### src/rtl/hilo_div_ctrl.sv
// Radix-2 restoring divider and sequencer for DIV/DIVU in EX.
// Optional HILO_DIV_FAST_ZERO_EN: zero dividend short-cuts through ZERO.
module hilo_div_ctrl #(
  parameter int DATA_WIDTH = 32
) (
  input  logic                  clk,
  input  logic                  rst,
  input  logic                  start,
  input  logic                  signed_div,
  input  logic                  cancel,
  input  logic [DATA_WIDTH-1:0] dividend,
  input  logic [DATA_WIDTH-1:0] divisor,
  output logic                  stall_req,
  output logic                  done,
  output logic [DATA_WIDTH-1:0] quotient,
  output logic [DATA_WIDTH-1:0] remainder
);

  localparam int W  = DATA_WIDTH;
  localparam int CW = (W > 1) ? $clog2(W) : 1;

  typedef enum logic [1:0] {
    S_IDLE,
    S_ZERO,
    S_ON,
    S_END
  } state_t;

  state_t r_state;
  state_t w_next;

  logic [CW-1:0] r_cnt;
  logic [W-1:0]  r_rem;
  logic [W-1:0]  r_quo;
  logic [W-1:0]  r_dvs;
  logic [W-1:0]  r_quotient;
  logic [W-1:0]  r_remainder;
  logic          r_sa;
  logic          r_sb;

  logic          w_sa;
  logic          w_sb;
  logic [W-1:0]  w_mag_a;
  logic [W-1:0]  w_mag_b;
  logic          w_zero;
  logic          w_go;
  logic [W:0]    w_sh;
  logic          w_ge;
  logic [W-1:0]  w_rem_n;
  logic [W-1:0]  w_quo_n;
  logic          w_last;
  logic [W-1:0]  w_q_fix;
  logic [W-1:0]  w_r_fix;

  assign w_sa    = signed_div & dividend[W-1];
  assign w_sb    = signed_div & divisor[W-1];
  assign w_mag_a = w_sa ? (~dividend + 1'b1) : dividend;
  assign w_mag_b = w_sb ? (~divisor + 1'b1) : divisor;
  assign w_go    = start & ~cancel;

`ifdef HILO_DIV_FAST_ZERO_EN
  assign w_zero = (divisor == '0) | (dividend == '0);
`else
  assign w_zero = (divisor == '0);
`endif

  // Partial remainder stays below the divisor, so the
  // low W bits of the difference are exact when w_ge.
  assign w_sh    = {r_rem, r_quo[W-1]};
  assign w_ge    = w_sh >= {1'b0, r_dvs};
  assign w_rem_n = w_ge ? (w_sh[W-1:0] - r_dvs) : w_sh[W-1:0];
  assign w_quo_n = {r_quo[W-2:0], w_ge};
  assign w_last  = r_cnt == CW'(W - 1);

  assign w_q_fix = (r_sa ^ r_sb) ? (~w_quo_n + 1'b1) : w_quo_n;
  assign w_r_fix = r_sa ? (~w_rem_n + 1'b1) : w_rem_n;

  always_comb begin
    w_next = r_state;
    unique case (r_state)
      S_IDLE: begin
        if (w_go) w_next = w_zero ? S_ZERO : S_ON;
      end
      S_ZERO: w_next = cancel ? S_IDLE : S_END;
      S_ON: begin
        if (cancel)      w_next = S_IDLE;
        else if (w_last) w_next = S_END;
      end
      S_END:   w_next = S_IDLE;
      default: w_next = S_IDLE;
    endcase
  end

  always_ff @(posedge clk) begin
    if (rst) begin
      r_state     <= S_IDLE;
      r_cnt       <= '0;
      r_rem       <= '0;
      r_quo       <= '0;
      r_dvs       <= '0;
      r_quotient  <= '0;
      r_remainder <= '0;
      r_sa        <= 1'b0;
      r_sb        <= 1'b0;
    end else begin
      r_state <= w_next;
      case (r_state)
        S_IDLE: begin
          if (w_go) begin
            r_sa  <= w_sa;
            r_sb  <= w_sb;
            r_quo <= w_mag_a;
            r_dvs <= w_mag_b;
            r_rem <= '0;
            r_cnt <= '0;
          end
        end
        S_ZERO: begin
          if (!cancel) begin
            r_quotient  <= '0;
            r_remainder <= '0;
          end
        end
        S_ON: begin
          if (!cancel) begin
            r_rem <= w_rem_n;
            r_quo <= w_quo_n;
            r_cnt <= r_cnt + 1'b1;
            if (w_last) begin
              r_quotient  <= w_q_fix;
              r_remainder <= w_r_fix;
            end
          end
        end
        default: ;
      endcase
    end
  end

  assign done      = (r_state == S_END);
  assign stall_req = ~rst & ~cancel &
                     ((r_state == S_IDLE & start) |
                      (r_state == S_ZERO) |
                      (r_state == S_ON));
  assign quotient  = r_quotient;
  assign remainder = r_remainder;

endmodule

### config.mk
export PLATFORM = sky130hd
export DESIGN_NAME = hilo_div_ctrl
export DESIGN_NICKNAME = d
export VERILOG_FILES = /design/src/rtl/hilo_div_ctrl.sv
export SDC_FILE = /design/constraint.sdc
export NUM_CORES = 1
export LEC_CHECK = 0
export ABC_AREA = 1
export CORE_ASPECT_RATIO = 1.1
export CORE_MARGIN = 2
export CORE_UTILIZATION = 53
export DETAILED_ROUTE_END_ITERATION = 10
export GPL_TIMING_DRIVEN = 0
export PLACE_DENSITY_LB_ADDON = 0.05
export SYNTH_ARGS = -nofsm -noshare
export SYNTH_HDL_FRONTEND = slang
export SYNTH_SLANG_ARGS = --single-unit
export TNS_END_PERCENT = 1
### constraint.sdc
create_clock -name clk -period 3.3 [get_ports clk]
set_input_delay 0.66 -clock clk [delete_from_list [all_inputs] [get_ports clk]]
set_output_delay 0.66 -clock clk [all_outputs]
set_load 0.1 [all_outputs]
==> impl_metrics.env <==
export IMPL_syn_nets=2183
export IMPL_syn2layout_area_growth_pct=29.1
export IMPL_synthFlopType="dfxtp_1"
export IMPL_place_hpwl_mm=35.7
export IMPL_min_period_over_period=1.08
export IMPL_p_leak_nw=7.23
export IMPL_busiest_layer="met2"
export IMPL_regArea_um2=3480
export IMPL_die_area_um2=25000
export IMPL_grt_usage=0.367
export IMPL_fin_ws_ns=-0.257
export IMPL_core_area_um2=23500
export IMPL_slew_limit_headroom=0.250
export IMPL_ys_seq_area_frac=0.269
export IMPL_min_delay_start="remainder[25]$_SDFFE_PP0P_"
export IMPL_ctsHoldBuffers=0
export IMPL_synthDominantCellAreaShare=0.269
export IMPL_worstSkewPairLatency_ns=0.44
export IMPL_gp_congestion=0.962
export IMPL_wirelength_mm=46.1
export IMPL_vdd_drop_max_uv=445
export IMPL_startpoint="r_dvs[20]$_SDFFE_PP0P_"
export IMPL_maxCapViolations=0
export IMPL_drv_slew=0
export IMPL_grt_pass1_wl_mm=70.7
export IMPL_synth_edf_count=0
export IMPL_cpPeakStageDelay_ns=0.39
export IMPL_clockRootBuffer="clkbuf_16"
export IMPL_synthTopCellsByCount="nand2_1, inv_1, a21oi_1"
export IMPL_vias=14600
export IMPL_drtIter0Drc=1246
export IMPL_syn_area_per_cell_um2=6.07
export IMPL_async_reset_ff_frac=0
export IMPL_fin_nets=2392
export IMPL_hold_viol_final=0
export IMPL_portBuffers=134
export IMPL_final_cell_area_um2=16200
export IMPL_cp_common_cell="nand2_2"
export IMPL_die_y_um=165
export IMPL_n_fill_cell=2121
export IMPL_tightest_slew_ns=1.12
export IMPL_worstPathArrival_ns=3.91
export IMPL_gr_usage_met2=0.619
export IMPL_required_ns=3.66
export IMPL_viasPerCell=5.62
export IMPL_use_met3=0.0516
export IMPL_die_width_um=151
export IMPL_cts_buffer_depth=2
export IMPL_yosysMostFrequentCell="nand2_1"
export IMPL_setup_viol_count_final=28
export IMPL_gr_total_overflow=0
export IMPL_dpl_instance_area_um2=14300
export IMPL_reg2reg_from="r_dvs[20]$_SDFFE_PP0P_"
export IMPL_finalNonFillerCells=2598
export IMPL_grt_max_degree=19
export IMPL_synth_distinct_cells=53
export IMPL_fmax_mhz=281
export IMPL_critical_path_class="flip-flop to flip-flop"
export IMPL_min_period_ns=3.56
export IMPL_cts_htree_levels=4
export IMPL_wl_per_cell_um=17.8
export IMPL_drc_errors=0
export IMPL_initial_core_util=0.535
export IMPL_netlist_area_um2=12600
export IMPL_synthCells=2071
export IMPL_cts_tree="yes"
export IMPL_synth_warning_count=0
export IMPL_hp_class="flip-flop to flip-flop"
export IMPL_status="complete, but fails checks"
export IMPL_grt_pass1_vias=13600
export IMPL_power_density_nw_per_um2=734
export IMPL_multi_input_area_um2=8370
export IMPL_end_kind="flip-flop"
export IMPL_ant_nets=0
export IMPL_yosysTopAreaCell="dfxtp_1"
export IMPL_antennaDiodeCount=0
export IMPL_yosys_top_cells_area="dfxtp_1, nand2_1, inv_1"
export IMPL_grt_met1_usage=0.448
export IMPL_cts_inserted_buffers=17
export IMPL_rsz0062_at_grt="yes"
export IMPL_slowest_stage="dfxtp_4"
export IMPL_path_max_fanout=4
export IMPL_rows=59
export IMPL_cp_start_kind="flip-flop"
export IMPL_dp_cells=2510
export IMPL_pin_count=135
export IMPL_drive_gt1_frac=0.164
export IMPL_clock_skew_ns=0.0180
export IMPL_synth_seq_cells=169
export IMPL_grt_antenna_before_repair=0
export IMPL_clock_sinks=169
export IMPL_violations="negative setup slack"
export IMPL_drtPass1Iterations=5
export IMPL_cts_clk_slew_worst_paths_ns=0.08
==> worst max-delay path, delay by kind of cell, from the launching register on <==
kind	cells	cell delay (ns)
DFF	1	0.39
buffers and inverters	7	0.47
and+or+nand+nor	14	1.60
AOI/OAI and AO/OA	6	0.60
adders and majority gates	2	0.40
==> registers in the layout, indices dropped and copies added (netlist names) <==
register / cells
r_rem: 32
r_sa: 1
r_sb: 1
r_state: 2
r_cnt: 5
remainder: 32
r_quo: 32
quotient: 32
r_dvs: 32
==> cell usage in the layout (no fill, tap or decap), types with 53 or more instances in the layout <==
| cell type | count |
|---|---|
| inv_1 | 259 |
| o21ai_0 | 83 |
| nand3_1 | 148 |
| nand2_2 | 60 |
| nand2_1 | 550 |
| a21oi_1 | 170 |
| dfxtp_1 | 119 |
| clkbuf_1 | 53 |
| clkdlybuf4s50_1 | 133 |
| nor2_1 | 153 |
==> power by group <==
group / switching (mW) / internal, mW / total (mW)
clock: 0.976 / 1.16 / 2.14
sequential: 0.183 / 2.21 / 2.39
combinational: 4.82 / 2.56 / 7.38
==> cells by family after synthesis <==
kind of cell,share of synthesized area
AOI/OAI and AO/OA,0.164
DFF,0.269
adders and majority gates,0.0434
buffers and inverters,0.122
and+or+nand+nor,0.369
xor gates and xnor gates,0.0335
==> metrics by stage <==
stage / setup TNS [ns] / hold WS [ns] / util / setup WS, ns / power [mW]
2_1_floorplan: -0.447 / 0.443 / - / -0.231 / 6.87
3_3_place_gp: -18.79 / 0.451 / 0.609 / -1.11 / 8.46
3_5_place_dp: -19.91 / 0.455 / 0.609 / -1.18 / 8.51
4_1_cts: -2.04 / 0.467 / 0.678 / -0.333 / 11.5
5_1_grt: -12.57 / 0.476 / 0.691 / -0.450 / 12.7
6_report: -3.35 / 0.463 / 0.691 / -0.257 / 11.9
==> routing by layer <==
metal / vias up / wire length (µm)
li1: 7094 / -
met1: 6666 / 18400
met2: 673 / 21400
met3: 176 / 3360
met4: 0 / 2940
met5: - / 0
==> final cells by class <==
type / instances / area share
Sequential cell: 169 / 0.214
Multi-Input combinational cell: 1519 / 0.517
Tap cell: 305 / 0.0235
Clock inverter: 15 / 0.0122
Buffer: 74 / 0.0225
Clock buffer: 17 / 0.0262
Timing Repair Buffer: 190 / 0.111
Inverter: 309 / 0.0738
==> timing repair <==
action,4_1_cts,5_1_grt
pin swaps,28,41
hold endpoints to repair,0,0
endpoints found under the setup margin,37,62
setup buffers,38,19
gates resized for setup,205,57
cloned,0,0
==> worst paths after layout <==
path | endpoint | slack (ns) | cells after the start
hold / removal | remainder[25]$_SDFFE_PP0P_ | 0.46 | 2
setup reg to reg | quotient[28]$_SDFFE_PP0P_ | -0.26 | 29
setup / recovery | quotient[28]$_SDFFE_PP0P_ | -0.26 | 29
hold reg to reg | remainder[25]$_SDFFE_PP0P_ | 0.46 | 2
No activity file was read; power rests on OpenSTA's default activity.
